===== config.mk =====
export PLATFORM = sky130hd
export DESIGN_NAME = ex_muldiv
export DESIGN_NICKNAME = d
export VERILOG_FILES = /design/src/rtl/ex_muldiv.sv
export SDC_FILE = /design/constraint.sdc
export NUM_CORES = 1
export LEC_CHECK = 0
export CAP_MARGIN = 0
export CORE_MARGIN = 2
export CORE_UTILIZATION = 55
export CTS_CLUSTER_DIAMETER = 50
export CTS_CLUSTER_SIZE = 25
export DETAILED_ROUTE_END_ITERATION = 8
export PLACE_DENSITY = 0.82
export SYNTH_ARGS = -nofsm -noshare
export SYNTH_HDL_FRONTEND = slang
export SYNTH_SLANG_ARGS = --single-unit

===== constraint.sdc =====
create_clock -name clk_i -period 4.3 [get_ports clk_i]
set_clock_uncertainty 0.05 [all_clocks]
set_input_delay 1.29 -clock clk_i [delete_from_list [all_inputs] [get_ports clk_i]]
set_output_delay 1.29 -clock clk_i [all_outputs]
set_load 0.005 [all_outputs]

===== src/rtl/ex_muldiv.sv =====
// ex_muldiv: iterative MULT/MULTU/DIV/DIVU unit with architectural Hi/Lo; stalls the pipeline while busy.
// Define MULDIV_FAST_MUL_EN to replace the iterative multiply with a single-cycle multiplier.
module ex_muldiv #(
  parameter int DATA_W = 32,
  parameter int CNT_W  = 5
) (
  input  logic              clk_i,
  input  logic              rst_i,
  input  logic              start_i,
  input  logic [1:0]        op_i,
  input  logic [DATA_W-1:0] RegData1_i,
  input  logic [DATA_W-1:0] RegData2_i,
  input  logic              flush_i,
  output logic              stall_o,
  output logic              done_o,
  output logic              DivZero_o,
  output logic [DATA_W-1:0] Hi_o,
  output logic [DATA_W-1:0] Lo_o
);
  typedef enum logic [1:0] {IDLE, CALC, FIX, DONE} state_t;
  state_t state, stateNext;
  logic [1:0] opQ;
  logic signA, signB;
  logic [DATA_W-1:0] opB;
  logic [2*DATA_W-1:0] acc;
  logic [CNT_W-1:0] cnt;
  logic isSigned, isDiv, accept, divZero;
  logic [DATA_W-1:0] magA, magB;
  logic [DATA_W:0] mulSum, divShift, divDiff;
  logic [2*DATA_W-1:0] mulNext, divNext, accInit, prodFix;
  logic [DATA_W-1:0] quoFix, remFix, resHi, resLo;
  logic negRes;
  assign isSigned = ~op_i[0];
  assign isDiv    = op_i[1];
  assign magA     = (isSigned && RegData1_i[DATA_W-1]) ? -RegData1_i : RegData1_i;
  assign magB     = (isSigned && RegData2_i[DATA_W-1]) ? -RegData2_i : RegData2_i;
  assign accept   = (state == IDLE) && start_i && !flush_i;
  assign divZero  = isDiv && (RegData2_i == '0);
  // Multiply: multiplicand in opB, multiplier consumed LSB-first from the bottom of acc.
  assign mulSum   = {1'b0, acc[2*DATA_W-1:DATA_W]} + (acc[0] ? {1'b0, opB} : '0);
  assign mulNext  = {mulSum, acc[DATA_W-1:1]};
  // Divide: acc = {remainder, dividend/quotient}; quotient bits shift in from the right.
  assign divShift = {acc[2*DATA_W-1:DATA_W], acc[DATA_W-1]};
  assign divDiff  = divShift - {1'b0, opB};
  assign divNext  = divDiff[DATA_W] ? {divShift[DATA_W-1:0], acc[DATA_W-2:0], 1'b0}
                                    : {divDiff[DATA_W-1:0], acc[DATA_W-2:0], 1'b1};
`ifdef MULDIV_FAST_MUL_EN
  localparam bit FastMul = 1'b1;
  assign accInit = isDiv ? {{DATA_W{1'b0}}, magA}
                         : {{DATA_W{1'b0}}, magA} * {{DATA_W{1'b0}}, magB};
`else
  localparam bit FastMul = 1'b0;
  assign accInit = {{DATA_W{1'b0}}, isDiv ? magA : magB};
`endif
  assign negRes  = ~opQ[0] && (signA ^ signB);
  assign prodFix = negRes ? -acc : acc;
  assign quoFix  = negRes ? -acc[DATA_W-1:0] : acc[DATA_W-1:0];
  assign remFix  = (~opQ[0] && signA) ? -acc[2*DATA_W-1:DATA_W] : acc[2*DATA_W-1:DATA_W];
  assign resHi   = opQ[1] ? remFix : prodFix[2*DATA_W-1:DATA_W];
  assign resLo   = opQ[1] ? quoFix : prodFix[DATA_W-1:0];
  always_comb begin
    stateNext = state;
    case (state)
      IDLE: if (accept) stateNext = divZero ? DONE : (FastMul && !isDiv) ? FIX : CALC;
      CALC: if (cnt == CNT_W'(DATA_W-1)) stateNext = FIX;
      FIX:  stateNext = DONE;
      DONE: stateNext = IDLE;
      default: stateNext = IDLE;
    endcase
    if (flush_i) stateNext = IDLE;
  end
  assign stall_o = accept || (state == CALC) || (state == FIX);
  assign done_o  = (state == DONE);
  always_ff @(posedge clk_i or negedge rst_i) begin
    if (!rst_i) begin
      state     <= IDLE;
      opQ       <= '0;
      signA     <= 1'b0;
      signB     <= 1'b0;
      opB       <= '0;
      acc       <= '0;
      cnt       <= '0;
      Hi_o      <= '0;
      Lo_o      <= '0;
      DivZero_o <= 1'b0;
    end else begin
      state <= stateNext;
      if (accept) begin
        opQ   <= op_i;
        signA <= isSigned && RegData1_i[DATA_W-1];
        signB <= isSigned && RegData2_i[DATA_W-1];
        opB   <= isDiv ? magB : magA;
        acc   <= accInit;
        cnt   <= '0;
      end
      if (state == CALC) begin
        cnt <= cnt + 1'b1;
        acc <= opQ[1] ? divNext : mulNext;
      end
      // Results land on the edge into DONE so they are visible while done_o is high.
      if (accept && divZero) begin
        Hi_o      <= RegData1_i;
        Lo_o      <= '1;
        DivZero_o <= 1'b1;
      end
      if (state == FIX && !flush_i) begin
        Hi_o      <= resHi;
        Lo_o      <= resLo;
        DivZero_o <= 1'b0;
      end
    end
  end
endmodule

==> results of run 1 <==
-- worst register-to-register path: cells and delay by family (launching register included) --
kind / cells / cell delay, ns
and+or+nand+nor: 2 / 0.59
adders and majority gates: 2 / 0.47
buffers and inverters: 2 / 0.45
AOI/OAI and AO/OA: 6 / 1.46
DFF: 1 / 0.39
xor gates and xnor gates: 1 / 0.54
-- power by group through the flow --
stage | Clock [mW] | Sequential, mW | Combinational [mW]
2_1_floorplan | 0 | 2.93 | 5.98
3_3_place_gp | 0 | 3.15 | 8.17
3_5_place_dp | 0 | 3.17 | 8.37
4_1_cts | 1.55 | 3.16 | 8.43
5_1_grt | 1.62 | 3.28 | 9.45
6_report | 1.55 | 3.19 | 8.57
-- synthesized netlist by cell type (10+ instances only) --
cell	count
xnor2_1	87
ha_1	75
xor2_1	82
nand3_1	20
a21oi_1	208
mux2i_1	79
clkbuf_1	87
inv_1	67
a211oi_1	62
nand2b_1	21
o31ai_1	11
dfrtp_1	172
a21o_1	32
nor2b_1	15
nor3_1	73
nand2_1	180
a22oi_1	14
nor4_1	13
o211ai_1	17
or3_1	14
o21ai_0	152
a31oi_1	17
nor2_1	199
o21a_1	10
and3_1	12
-- final timing paths --
check | endpoint
max in group asynchronous | acc[53]$_DFFE_PN0P_
max | acc[33]$_DFFE_PN0P_
min reg2reg | opB[19]$_DFFE_PN0P_
max reg2reg | acc[33]$_DFFE_PN0P_
min | opB[19]$_DFFE_PN0P_
min in group asynchronous | acc[5]$_DFFE_PN0P_
-- layout make-up --
class | instances | area (um2) | share of cell area [%]
clock buffers | 20 | 447 | 2.57
clock inverters | 12 | 123 | 0.705
inverters | 68 | 255 | 1.47
multi-input cells | 1534 | 9850 | 56.7
flip-flops and latches | 172 | 4310 | 24.8
well taps | 341 | 427 | 2.45
repair buffers | 209 | 1980 | 11.4
-- kinds of logic after synthesis --
logic type	after synthesis
AOI/OAI and AO/OA	600
and+or+nand+nor	601
muxes	86
xor gates and xnor gates	170
adders and majority gates	77
buffers and inverters	173
DFF	172
-- layer usage --
metal	vias to the layer above	part of all wire [%]	GRT usage, %
li1	7005	-	-
met1	6912	43	44.6
met2	741	46	52.4
met3	127	8.2	5.43
met4	0	3.5	12.9
met5	-	0	0
-- registers in the layout, indices dropped and copies added (netlist names) --
| register | cells |
|---|---|
| state | 2 |
| signA | 1 |
| Lo_o | 32 |
| DivZero_o | 1 |
| opB | 32 |
| opQ | 2 |
| Hi_o | 32 |
| cnt | 5 |
| acc | 64 |
| signB | 1 |
-- metrics by stage --
stage | util, % | cell area (um2) | power (mW)
CTS | 65.1 | 17400 | 13.1
finish | 65.1 | 17400 | 13.3
floorplan | - | 14800 | 8.91
global route | 65.1 | 17400 | 14.3
detailed placement | 62.9 | 16800 | 11.5
global placement | 62.9 | 16800 | 11.3
==> reports/qor.yml, run 1 <==
setup_path:
  timing.rr.start: "acc[31]$_DFFE_PN0P_"
  cp.depth: 13
  cp_slowest_cell: "xnor2_4"
  reg2reg_slack_ns: 0.23
  crit_chain: "inv_1, ha_1, fa_1, nand2b_1, a21oi_1, o21ba_2, o211ai_1, a21oi_1, or3_1, xnor2_4, buf_4, o21ai_0, a221o_1"
  path_class: "reg -> reg"
  end_kind: "flip-flop"
  slowest_delay_ns: 0.54
  critical_path.startpoint: "acc[31]$_DFFE_PN0P_"
  path_buf_inv: 2
  cp_common_cell: "a21oi_1"
  critical-path-top-delay-family: "compound AO/OA/AOI/OAI gates"
  crit_arrival_ns: 4.34
  worstPathMaxFanout: 13
  crit_required_ns: 4.57
  rr_worst_depth: 13
  critPathLaunchType: "flip-flop"
timing:
  finalCriticalPeriod_ns: 4.07
  setup_viol: 0
  clock.fmax_mhz: 246
  worstMarginPinSlew_ns: 0.980
  finalHoldViolations: 0
  setup_slack_ns: 0.229
  final.setup.tns_ns: 0
  period_share_pct: 94.7
  max-slew-margin-rel_pct: 34.7
  hold_ws_ns: 0.438
  grt_setup_unrepaired: "no"
  drv_slew: 0
clock_network:
  cts_resized: 0
  root_buffer: "clkbuf_16"
  insertion_delay_ns: 0.45
  holdBufCountCts: 0
  clk_path_buf_depth: 2
  postCtsSetupBuffers: 0
  cts_buffers: 17
  cts_num_sinks: 172
  h-tree-depth: 4
  clk_pin_slew_ns: 0.08
  cts_tree: "yes"
yosys:
  synth-simple-area-share_pct: 19.0
  synth_xor_area_share_pct: 10.2
  synth_compound_area_share_pct: 24.8
  ys_types: 80
  synth_top_area_cell: "dfrtp_1"
  synthMuxAreaShare_pct: 5.87
  synth_top_cell_area_share_pct: 29.0
  synth_top_family_by_area: "compound AO/OA/AOI/OAI gates"
  syn_area_um2: 14800
  synth_flop_cell: "dfrtp_1"
  yosysWarnings: 0
  synthArstFlopShare_pct: 100
  syn_avg_cell_area_um2: 7.89
  synthTopCellsByArea: "dfrtp_1, a21oi_1, ha_1, mux2i_1, xnor2_1"
  synth-edff-count: 0
  synth-seq-cells: 172
  ys_seq_area_share_pct: 29.0
  syn_inst: 1879
  synth_nets: 2026
  synth_adder_area_share_pct: 6.60
placed_design:
  place_hpwl_um: 35300
  gp_congestion: 0.966
  io_buffers: 136
  placed_cells: 2324
  pre_cts_ws_ns: 0.00144
floorplan:
  die_w_um: 168
  die-area_um2: 28300
  die_y_um: 168
  core_area_um2: 26700
  initial_utilization_pct: 55.5
  rows: 60
  ios: 137
drt:
  via_count: 14800
  ant_nets: 0
  drt-total-wl_um: 46400
  drc: 0
  drt_iter0_markers: 1577
  dr.pass1.iters: 6
  vias_per_cell: 6.28
  wl_per_cell_um: 19.7
global_route:
  grt_overflow: 0
  first_global_vias: 14000
  grt_max_degree: 108
  grt_pass1_wl_um: 74000
  track_usage_pct: 32.7
  antenna_found_initial: 0
pwr:
  seqPwrFrac_pct: 24.0
  p_int_mw: 6.88
  power_frac_comb_pct: 64.4
  swShare_pct: 48.3
  powerDensity_nw_per_um2: 765
  p_sw_mw: 6.43
  pwr-share-clk_pct: 11.6
  p_leak_nw: 7.35
  ir_drop_mv: 0.363
finish:
  final_cells: 2356
  final_common_cell: "a21oi_1"
  area_growth_syn_to_layout_pct: 17.3
  fillers: 2232
  layout_common_cells: "a21oi_1, nor2_1, nand2_1, dfrtp_1, o21ai_0"
  fin_nets: 2149
  antenna_cells: 0
  drive_gt1_share_pct: 7.15
hold_path:
  worstHoldPathCells: 1
  worstHoldPathType: "reg -> reg"
  hp-start: "opB[19]$_DFFE_PN0P_"
flow_run:
  cap_violations: 0
status:
  outcome: "finished, final reports clean"
No activity file was read; power rests on OpenSTA's default activity.
==> run 2: changes to the inputs <==
==> constraint.sdc (replaced) <==
create_clock -name clk_i -period 4.3 [get_ports clk_i]
set_clock_uncertainty 0.05 [all_clocks]
set_input_delay 0.43 -clock clk_i [delete_from_list [all_inputs] [get_ports clk_i]]
set_output_delay 0.43 -clock clk_i [all_outputs]
set_load 0.005 [all_outputs]
==> run 2 against run 1 <==
Compared with the run above:
- via count down 1.0%
- hold slack worse by 0.0066 ns
- sequential share of layout area up 0.43 points
- die area unchanged
- critical endpoint is now acc[35]$_DFFE_PN0P_
- critical path depth down 1
- largest power group unchanged
- non-clock buffer count down 37
- combinational power down 0.7%
- clock power up 3%
- first-iteration DRC count up 5.3%
- global-route usage up 0.24 points
- final cell count down 1.6%
==> reports/qor.yml, run 2 (synthesized netlist as in run 1, its figures left out) <==
setup_path:
  worstPathMaxFanout: 34  # was 13
  cp_slowest_cell: "dfrtp_1"  # was xnor2_4
  path_class: "reg -> reg"  # unchanged
  end_kind: "flip-flop"  # unchanged
  critPathLaunchType: "flip-flop"  # unchanged
  slowest_delay_ns: 0.46  # was 0.54 ns
  crit_required_ns: 4.59  # was 4.57 ns
  cp_common_cell: "a21oi_1"  # unchanged
  crit_chain: "ha_1, a21oi_1, o21ai_0, or2_2, o211ai_1, a21oi_1, or3_1, xnor2_4, buf_12, mux2_2, a21oi_1, nor2_1"  # was inv_1, ha_1, fa_1, nand2b_1, a21oi_1, o21ba_2, o211ai_1, a21oi_1, or3_1, xnor2_4, buf_4, o21ai_0, a221o_1
  crit_arrival_ns: 4.28  # was 4.34 ns
clock_network:
  clk_path_buf_depth: 2  # unchanged
  postCtsSetupBuffers: 0  # unchanged
  cts_num_sinks: 172  # unchanged
  cts_tree: "yes"  # unchanged
  cts_buffers: 17  # unchanged
  insertion_delay_ns: 0.46  # was 0.45 ns
  clk_pin_slew_ns: 0.08  # about the same
  root_buffer: "clkbuf_16"  # unchanged
  cts_resized: 0  # unchanged
  holdBufCountCts: 1  # was 0
  h-tree-depth: 4  # unchanged
pwr:
  swShare_pct: 49.2  # was 48.3%
  power_frac_comb_pct: 63.9  # was 64.4%
  seqPwrFrac_pct: 24.1  # was 24.0%
  p_leak_nw: 7.17  # was 7.35 nW
  p_int_mw: 6.77  # was 6.88 mW
  ir_drop_mv: 0.350  # was 0.363 mV
  powerDensity_nw_per_um2: 779  # was 765 nW/um2
  p_sw_mw: 6.55  # was 6.43 mW
  pwr-share-clk_pct: 12.0  # was 11.6%
floorplan:
  core_area_um2: 26700  # unchanged
  die_w_um: 168  # unchanged
  rows: 60  # unchanged
  die_y_um: 168  # unchanged
  initial_utilization_pct: 55.5  # unchanged
  ios: 137  # unchanged
  die-area_um2: 28300  # unchanged
hold_path:
  worstHoldPathType: "reg -> reg"  # unchanged
global_route:
  grt_max_degree: 119  # was 108
  grt_overflow: 0  # unchanged
  first_global_vias: 13700  # was 14000
  antenna_found_initial: 0  # unchanged
  track_usage_pct: 33.0  # was 32.7%
  grt_pass1_wl_um: 74100  # was 74000 um
timing:
  grt_setup_unrepaired: "no"  # unchanged
  setup_viol: 0  # unchanged
  clock.fmax_mhz: 250  # was 246 MHz
  finalHoldViolations: 0  # unchanged
  finalCriticalPeriod_ns: 3.99  # was 4.07 ns
  worstMarginPinSlew_ns: 0.999  # was 0.980 ns
  final.setup.tns_ns: 0  # unchanged
  max-slew-margin-rel_pct: 33.4  # was 34.7%
  period_share_pct: 92.8  # was 94.7%
  drv_slew: 0  # unchanged
placed_design:
  io_buffers: 136  # unchanged
  gp_congestion: 0.979  # was 0.966
  place_area_um2: 16500  # was 16800 um2
  place_hpwl_um: 35300  # about the same
finish:
  layout_common_cells: "a21oi_1, nor2_1, nand2_1, dfrtp_1, o21ai_0"  # unchanged
  largest_reg_flops: 64  # unchanged
  antenna_cells: 0  # unchanged
  drive_gt1_share_pct: 5.46  # was 7.15%
  fin_nets: 2112  # was 2149
  area_growth_syn_to_layout_pct: 15.3  # was 17.3%
  fillers: 2288  # was 2232
  final_common_cell: "a21oi_1"  # unchanged
  regMostFlops: "acc"  # unchanged
  stdcell_area_um2: 17100  # was 17400 um2
drt:
  wl_per_cell_um: 20.3  # was 19.7 um
  ant_nets: 0  # unchanged
  dr.pass1.iters: 7  # was 6
  drt-total-wl_um: 47200  # was 46400 um
  drc: 0  # unchanged
  vias_per_cell: 6.31  # was 6.28
  drt_iter0_markers: 1660  # was 1577
  via_count: 14600  # was 14800
status:
  outcome: "finished, final reports clean"  # unchanged
flow_run:
  cap_violations: 0  # unchanged
[run 2: changes by cell type in the layout (fill, tap and decap cells not counted), moves of 3 or more]
cell,previous run,this run
buf_4,67,32
inv_6,7,4
buf_12,6,3
inv_8,0,4
[run 2: worst paths after layout]
| kind | from | end | slack (ns) | cells after the start |
|---|---|---|---|---|
| max | acc[40]$_DFFE_PN0P_ | acc[35]$_DFFE_PN0P_ | 0.31 | 12 |
| min | opB[9]$_DFFE_PN0P_ | opB[9]$_DFFE_PN0P_ | 0.43 | 1 |
| max reg2reg | acc[40]$_DFFE_PN0P_ | acc[35]$_DFFE_PN0P_ | 0.31 | 12 |
| min reg2reg | opB[9]$_DFFE_PN0P_ | opB[9]$_DFFE_PN0P_ | 0.43 | 1 |
| max in group asynchronous | rst_i | opQ[1]$_DFFE_PN0P_ | 2.64 | 3 |
| min in group asynchronous | rst_i | acc[6]$_DFFE_PN0P_ | 0.54 | 2 |
[run 2: critical path: cells and delay by family (launching register included)]
kind / cells / cell delay (ns)
XOR/XNOR: 1 / 0.42
AND/OR/NAND/NOR: 3 / 0.78
AO/OA/AOI/OAI: 5 / 1.14
buffers and inverters: 1 / 0.27
flip-flops: 1 / 0.46
multiplexers: 1 / 0.36
adder cells (fa/ha/maj): 1 / 0.37
[run 2: cell type report]
type / instances / area [um2] / area share (%)
multi-input cells: 1534 / 9850 / 57.6
flip-flops and latches: 172 / 4310 / 25.2
repair buffers: 172 / 1670 / 9.76
clock buffers: 18 / 439 / 2.57
well taps: 341 / 427 / 2.50
inverters: 68 / 255 / 1.49
clock inverters: 14 / 146 / 0.856
[run 2: routing by layer]
metal	vias up	part of all wire [%]	GRT usage [%]
met5	-	0	0
met1	6944	43	45.9
met2	643	46	53.2
met3	125	7.9	4.07
li1	6923	-	-
met4	0	3.0	11.8
[run 2: metrics by stage]
stage	total power, mW	utilization [%]	hold WS [ns]	cells	setup WS (ns)
finish	13.3	64.0	0.432	2319	0.308
global route	14.3	64.0	0.449	2319	0.120
CTS	13.1	64.0	0.434	2319	0.376
detailed placement	11.5	61.7	0.417	2286	0.386
global placement	11.4	61.7	0.411	2286	0.467
floorplan	8.91	-	0.0844	1879	0.839
[run 2: power groups by stage]
stage               clock network, mW  registers [mW]  logic, mW
finish                           1.60            3.21       8.51
floorplan                           0            2.93       5.98
detailed placement                  0            3.20       8.31
global route                     1.66            3.30       9.30
global placement                    0            3.16       8.20
CTS                              1.60            3.18       8.37
==> run 3: changes to the inputs <==
- CAP_MARGIN: 0 -> default
==> results of run 3 <==
The final DEF is identical to that of run 2; final timing and power are the same.
